===== src/rtl/strobe_logger_if.sv =====
// Capture/readout bundle of the strobe logger.
// The producer drives the stb_* lines and out_ready; the logger drives the head-of-queue lines.
interface strobe_logger_if #(
    parameter int WIDTH    = 32,
    parameter int CHANNELS = 4
);
    localparam int CW = $clog2(CHANNELS);

    logic [CHANNELS-1:0]       stb_valid;
    logic [CHANNELS*WIDTH-1:0] stb_data;
    logic [CHANNELS*2-1:0]     stb_radix;

    logic                      out_valid;
    logic                      out_ready;
    logic [WIDTH-1:0]          out_data;
    logic [CW-1:0]             out_chan;
    logic [1:0]                out_radix;
    logic [15:0]               out_seq;

    modport master (
        output stb_valid, stb_data, stb_radix, out_ready,
        input  out_valid, out_data, out_chan, out_radix, out_seq
    );

    modport slave (
        input  stb_valid, stb_data, stb_radix, out_ready,
        output out_valid, out_data, out_chan, out_radix, out_seq
    );
endinterface


===== src/rtl/strobe_logger.sv =====
// Multi-channel strobe logger: per-channel pending capture, round-robin arbitration
// into a first-word-fall-through log FIFO tagged with channel, radix and sequence number.
module strobe_logger #(
    parameter int WIDTH    = 32,
    parameter int CHANNELS = 4,
    parameter int DEPTH    = 8
) (
    input  logic                       clk,
    input  logic                       rst_n,
    strobe_logger_if.slave             bus,
    output logic [15:0]                overflow_cnt,
    output logic [$clog2(DEPTH+1)-1:0] level
);
    localparam int CW = $clog2(CHANNELS);
    localparam int AW = $clog2(DEPTH);
    localparam int LW = $clog2(DEPTH + 1);

    typedef struct packed {
        logic [WIDTH-1:0] data;
        logic [CW-1:0]    chan;
        logic [1:0]       radix;
        logic [15:0]      seq;
    } entry_t;

    // Pending capture registers
    logic [WIDTH-1:0]    pend_data  [CHANNELS];
    logic [1:0]          pend_radix [CHANNELS];
    logic [CHANNELS-1:0] pend;

    // Arbitration
    logic [CW-1:0]       rr_ptr;
    logic [CW-1:0]       grant_idx;
    logic [CW:0]         cand;
    logic                grant_any;
    logic [CHANNELS-1:0] grant_oh;
    logic [CHANNELS-1:0] drop;
    logic [16:0]         drop_cnt;
    logic [16:0]         ovf_sum;

    // Log FIFO
    entry_t              mem [DEPTH];
    entry_t              head;
    logic [AW-1:0]       wr_ptr;
    logic [AW-1:0]       rd_ptr;
    logic [15:0]         seq_cnt;
    logic                full;
    logic                pop;
    logic                push;
    logic                can_push;

    assign full     = (level == LW'(DEPTH));
    assign pop      = (level != '0) && bus.out_ready;
    assign can_push = !full || pop;
    assign push     = grant_any;

    // Scan pending channels starting at rr_ptr and wrapping; the first hit wins.
    always_comb begin
        // NOTE: blocking assignments here model the ordered scan; the first match must
        // block later iterations within the same evaluation.
        grant_any = 1'b0;
        grant_idx = '0;
        cand      = '0;
        for (int off = 0; off < CHANNELS; off++) begin
            cand = {1'b0, rr_ptr} + (CW+1)'(off);
            if (cand >= (CW+1)'(CHANNELS)) begin
                cand = cand - (CW+1)'(CHANNELS);
            end
            if (!grant_any && can_push && pend[cand[CW-1:0]]) begin
                grant_any = 1'b1;
                grant_idx = cand[CW-1:0];
            end
        end
    end

    always_comb begin
        grant_oh = '0;
        if (grant_any) begin
            grant_oh[grant_idx] = 1'b1;
        end
    end

    // A capture is dropped when it lands on a still-pending, ungranted channel.
    assign drop = pend & ~grant_oh & bus.stb_valid;

    always_comb begin
        drop_cnt = '0;
        for (int i = 0; i < CHANNELS; i++) begin
            drop_cnt = drop_cnt + 17'(drop[i]);
        end
    end

    assign ovf_sum = {1'b0, overflow_cnt} + drop_cnt;

    // NOTE: payload storage (pending values and FIFO memory) carries no reset; it is
    // only ever read behind a flag (pend / level) that the reset does clear.
    always_ff @(posedge clk) begin
        for (int i = 0; i < CHANNELS; i++) begin
            if (bus.stb_valid[i]) begin
                pend_data[i]  <= bus.stb_data[i*WIDTH +: WIDTH];
                pend_radix[i] <= bus.stb_radix[i*2 +: 2];
            end
        end
    end

    always_ff @(posedge clk) begin
        if (push) begin
            mem[wr_ptr] <= '{data:  pend_data[grant_idx],
                              chan:  grant_idx,
                              radix: pend_radix[grant_idx],
                              seq:   seq_cnt};
        end
    end

    always_ff @(posedge clk or negedge rst_n) begin
        if (!rst_n) begin
            pend         <= '0;
            rr_ptr       <= '0;
            seq_cnt      <= '0;
            overflow_cnt <= '0;
        end else begin
            // A fresh strobe on the granted channel re-arms it rather than counting a drop.
            pend         <= (pend & ~grant_oh) | bus.stb_valid;
            overflow_cnt <= ovf_sum[16] ? 16'hFFFF : ovf_sum[15:0];
            if (grant_any) begin
                rr_ptr  <= (grant_idx == CW'(CHANNELS - 1)) ? '0 : grant_idx + CW'(1);
                seq_cnt <= seq_cnt + 16'd1;
            end
        end
    end

    always_ff @(posedge clk or negedge rst_n) begin
        if (!rst_n) begin
            wr_ptr <= '0;
            rd_ptr <= '0;
            level  <= '0;
        end else begin
            if (push) begin
                wr_ptr <= wr_ptr + AW'(1);
            end
            if (pop) begin
                rd_ptr <= rd_ptr + AW'(1);
            end
            if (push && !pop) begin
                level <= level + LW'(1);
            end else if (pop && !push) begin
                level <= level - LW'(1);
            end
        end
    end

    // Head fields are forced to zero while empty so stale memory never shows.
    assign head          = mem[rd_ptr];
    assign bus.out_valid = (level != '0);
    assign bus.out_data  = bus.out_valid ? head.data  : '0;
    assign bus.out_chan  = bus.out_valid ? head.chan  : '0;
    assign bus.out_radix = bus.out_valid ? head.radix : '0;
    assign bus.out_seq   = bus.out_valid ? head.seq   : '0;

endmodule


===== src/flat_wrapper.sv =====
// flat-port wrapper written by rule: the top's interface ports become plain ports
module strobe_logger_flat 
#(
    parameter int WIDTH    = 32,
    parameter int CHANNELS = 4,
    parameter int DEPTH    = 8
)
  (clk, rst_n, overflow_cnt, level, bus_stb_valid, bus_stb_data, bus_stb_radix, bus_out_ready, bus_out_valid, bus_out_data, bus_out_chan, bus_out_radix, bus_out_seq);
  strobe_logger_if #(.WIDTH(WIDTH), .CHANNELS(CHANNELS)) bus_i ();
  input  logic clk;
  input  logic rst_n;
  output logic [15:0] overflow_cnt;
  output logic [$clog2(DEPTH+1)-1:0] level;
  input wire logic [$bits(bus_i.stb_valid)-1:0] bus_stb_valid;
  input wire logic [$bits(bus_i.stb_data)-1:0] bus_stb_data;
  input wire logic [$bits(bus_i.stb_radix)-1:0] bus_stb_radix;
  input wire logic [$bits(bus_i.out_ready)-1:0] bus_out_ready;
  output wire logic [$bits(bus_i.out_valid)-1:0] bus_out_valid;
  output wire logic [$bits(bus_i.out_data)-1:0] bus_out_data;
  output wire logic [$bits(bus_i.out_chan)-1:0] bus_out_chan;
  output wire logic [$bits(bus_i.out_radix)-1:0] bus_out_radix;
  output wire logic [$bits(bus_i.out_seq)-1:0] bus_out_seq;
  assign bus_i.stb_valid = bus_stb_valid;
  assign bus_i.stb_data = bus_stb_data;
  assign bus_i.stb_radix = bus_stb_radix;
  assign bus_i.out_ready = bus_out_ready;
  assign bus_out_valid = bus_i.out_valid;
  assign bus_out_data = bus_i.out_data;
  assign bus_out_chan = bus_i.out_chan;
  assign bus_out_radix = bus_i.out_radix;
  assign bus_out_seq = bus_i.out_seq;
  strobe_logger #(.WIDTH(WIDTH), .CHANNELS(CHANNELS), .DEPTH(DEPTH)) u_core (.clk(clk), .rst_n(rst_n), .bus(bus_i), .overflow_cnt(overflow_cnt), .level(level));
endmodule

===== config.mk =====
export PLATFORM = sky130hd
export DESIGN_NAME = strobe_logger_flat
export DESIGN_NICKNAME = d
export VERILOG_FILES = /design/src/rtl/strobe_logger_if.sv /design/src/rtl/strobe_logger.sv /design/src/flat_wrapper.sv
export SDC_FILE = /design/constraint.sdc
export NUM_CORES = 1
export LEC_CHECK = 0
export ABC_AREA = 1
export CAP_MARGIN = 20
export CORE_ASPECT_RATIO = 1.2
export CORE_UTILIZATION = 62
export DETAILED_ROUTE_END_ITERATION = 7
export GPL_TIMING_DRIVEN = 0
export PLACE_DENSITY = 0.9
export SLEW_MARGIN = 40
export SYNTH_ARGS = -nofsm -noshare
export SYNTH_HDL_FRONTEND = slang
export SYNTH_SLANG_ARGS = --single-unit

===== constraint.sdc =====
create_clock -name clk -period 7.2 [get_ports clk]
set_input_delay 0.72 -clock clk [delete_from_list [all_inputs] [get_ports clk]]
set_output_delay 0.72 -clock clk [all_outputs]
set_load 0.03 [all_outputs]

==> flow_metrics.env <==
export IMPL_cts_tree="built"
export IMPL_final_instance_count_excl_fill=2880
export IMPL_rr_endpoint="u_core.overflow_cnt[7]"
export IMPL_final_hold_worst_slack_ns=0.504
export IMPL_post_placement_setup_slack_ns=1.57
export IMPL_standard_cell_rows=79
export IMPL_detailedPlacementHpwl_mm=43.8
export IMPL_worstReg2RegStart="u_core.level[1]"
export IMPL_synth_area_in_compound_gates=0.0847
export IMPL_cts_reportedPaths_clkPinSlew_ns=0.07
export IMPL_final_max_slew_violation_count=0
export IMPL_final_number_of_hold_violating_endpoints=0
export IMPL_rr_worst_depth=21
export IMPL_number_of_nets_in_the_finished_design=2470
export IMPL_post_synth_xor_area_fraction=0.00860
export IMPL_grt_pass1_vias=18828
export IMPL_io_buffer_count=215
export IMPL_worst_slew_pin_transition_ns=0.970
export IMPL_startpoint_to_endpoint_class_of_the_critical_path="primary input to flop"
export IMPL_max_cap_violations=0
export IMPL_clk_insertion_delay_late_ns=0.59
export IMPL_synth_seq_area_share=0.727
export IMPL_setup_slack_of_the_most_critical_reg_to_reg_path_ns=1.91
export IMPL_final_setup_tns_ns=0
export IMPL_floorplan_initialDensity=0.629
export IMPL_postSynth_topFlopCell="edfxtp_1"
export IMPL_synth_simple_gate_area_share=0.136
export IMPL_drc=0
export IMPL_timing_critical_path_to_type="flop"
export IMPL_grt_overflow=0
export IMPL_synth_adder_area_share=0.00860
export IMPL_cts_made_buffers=51
export IMPL_max_clock_path_buffers=3
export IMPL_worst_path_max_fanout=10
export IMPL_synth_enable_flop_cells=552
export IMPL_routed_vias_inst=6.49
export IMPL_yosys_cell_types_count=36
export IMPL_critical_path_arrival_ns=5.83
export IMPL_detail_route_iter0_violations=2856
export IMPL_numClockSinks=600
export IMPL_grt_first_pass_wirelength_mm=104
export IMPL_postRouteAntennaNets=0
export IMPL_global_route_usage_met3=0.0676
export IMPL_clock_fmax_ghz=0.188
export IMPL_fin_worst_skew_ns=0.0188
export IMPL_layout_min_cycle_time_ns=5.32
export IMPL_wl_per_cell_microns=24.0
export IMPL_die_height_microns=220
export IMPL_worst_ep_required_time_ns=7.71
export IMPL_syn_instance_count=2014
export IMPL_flow_area_growth_from_synthesis_pct=21.0
export IMPL_drt_pass1_iter_count=8
export IMPL_clock_tree_htree_level_count=2
export IMPL_status="finished clean"
export IMPL_cts_resized=0
export IMPL_synth_area_sq_um=24400
export IMPL_hold_path_class="primary input to asynchronous set/reset pin"
export IMPL_syn_avg_cell_area_sq_um=12.1
export IMPL_rsz0062_at_grt="false"
export IMPL_final_period_utilization=0.739
export IMPL_groute_layer_met1_usage=0.408
export IMPL_ios=216
export IMPL_postCtsSetupBuffers=0
export IMPL_yosys_warnings=0
export IMPL_cp_slowest_stage_delay_ns=0.54
export IMPL_setup_slack_ns=1.88
export IMPL_critPathLaunchType="primary input"
export IMPL_yosys_register_bits=600
export IMPL_chipWidth_microns=183
export IMPL_cts_hold_buffers_added=1
export IMPL_synthesis_nets=2172
export IMPL_share_of_flip_flops_with_an_asynchronous_set_or_reset_after_synthesis=0.0800
export IMPL_total_core_area_sq_um=38800
export IMPL_gr_usage_all_layers=0.346
export IMPL_num_antenna_cells=0
export IMPL_path_buf_inv=4
export IMPL_drive_above_1_share=0.0709
export IMPL_wirelength_mm=69.0
export IMPL_routing_usage_on_met2=0.597
export IMPL_die_area_sq_um=40200
export IMPL_critical_path_top_delay_family="simple AND/OR/NAND/NOR gates"
export IMPL_cell_with_the_biggest_individual_delay_on_the_critical_path="nor3_1"
export IMPL_buffer_cell_driving_the_clock_tree_root="clkbuf_16"
export IMPL_place_congestion=0.888
export IMPL_grt_antenna_before_repair=0
export IMPL_grt_max_degree=40
export IMPL_slew_limit_headroom=0.353
export IMPL_grt_busiest_layer="met2"
export IMPL_cell_chain_critical_path="clkdlybuf4s50_1 -> inv_1 -> nand4_2 -> nand3_1 -> nand2_2 -> nor2_4 -> nand2_1 -> buf_2 -> nand3_1 -> nand2_1 -> nor2_1 -> ha_1 -> fa_1 -> ha_1 -> fa_1 -> nand2_1 -> nand2_1 -> nand4_1 -> nor3_1 -> nand3_1 -> clkbuf_1 -> nand3_1"
export IMPL_via_count=18692
export IMPL_synth_mux_area_fraction=0
export IMPL_setup_viol_count_final=0
export IMPL_main_combinational_cell_family_by_area_after_synthesis="simple AND/OR/NAND/NOR gates"
export IMPL_place_detailed_instances=2784
placed cells by master (no fill, tap or decap), drive strengths merged, types with 36 or more instances in the layout:
cell type      instances
clkdlybuf4s50        210
o22ai                 52
o21ai                276
nand2                276
a31oi                 53
inv                   86
dfrtp                 48
clkbuf               143
edfxtp               552
nand3                 99
nand3b                36
nor2                 346
buf                   75
flip-flops by register name (all words and copies together), names as in the netlist:
register and count:
u_core.seq_cnt 16, u_core.pend_data 128, u_core.rd_ptr 3, u_core.wr_ptr 3, u_core.overflow_cnt 16, u_core.mem 416
u_core.level 4, u_core.pend_radix 8, u_core.rr_ptr 2, u_core.pend 4
kinds of logic after synthesis:
family,after synthesis
fa+ha+maj,15
flops,600
buf+inv,203
simple gates,786
xor+xnor,24
compound gates,386
worst max path at each step:
stage                        from                endpoint  depth (start not counted)
floorplan           bus_out_ready        u_core.mem[0][0]                          9
global placement    bus_out_ready       u_core.mem[4][30]                         10
detailed placement  bus_out_ready  u_core.overflow_cnt[7]                         22
CTS                 bus_out_ready  u_core.overflow_cnt[7]                         22
global route        bus_out_ready  u_core.overflow_cnt[7]                         22
finish              bus_out_ready  u_core.overflow_cnt[7]                         22
layout make-up:
cell class                      instances  area (sq um)
Buffer                                116           534
Clock buffer                           68          1390
Clock inverter                         27           295
Fill cell                            1904          9260
Inverter                               87           329
Multi-Input combinational cell       1211          5870
Sequential cell                       600         17800
Tap cell                              526           658
Timing Repair Buffer                  245          2730
worst register-to-register path: cells and delay by family (launching register included):
family	cells	cell delay, ns
and+or+nand+nor	15	2.96
DFF	1	0.46
buffers and inverters	2	0.63
adders and majority gates	4	1.19
synth_stat cells (3+ instances only):
master    instances  area [sq um]
buf_6             8          90.1
or2_2             3          18.8
nand2_2           6          37.5
buf_2            28           140
a31oi_1          53           332
nand4_1          10          62.6
o22ai_1          52           325
nand3_1          97           485
ha_1             12           150
nor3_1           13          65.1
clkbuf_1         75           282
buf_1             4          15.0
edfxtp_1        552         16600
inv_1            83           312
nand3b_1         36           270
nor2_1          343          1290
xor2_1           18           158
xnor2_1           6          52.6
dfrtp_1          48          1200
nand2_1         269          1010
o21ai_0         275          1380
fa_1              3          60.1
metal layers:
layer / wire (microns) / share of wire
met5: 0 / 0
met4: 3850 / 0.056
met3: 8360 / 0.12
met2: 34600 / 0.50
met1: 22200 / 0.32
through the flow:
stage / area (sq um) / util
finish: 29600 / 0.762
global route: 29600 / 0.762
CTS: 29600 / 0.762
global placement: 27300 / 0.702
floorplan: 24400 / -
detailed placement: 27900 / 0.718
Power is not shown: default switching activity piles up to over one toggle a cycle in this logic, so the estimate is an artifact.
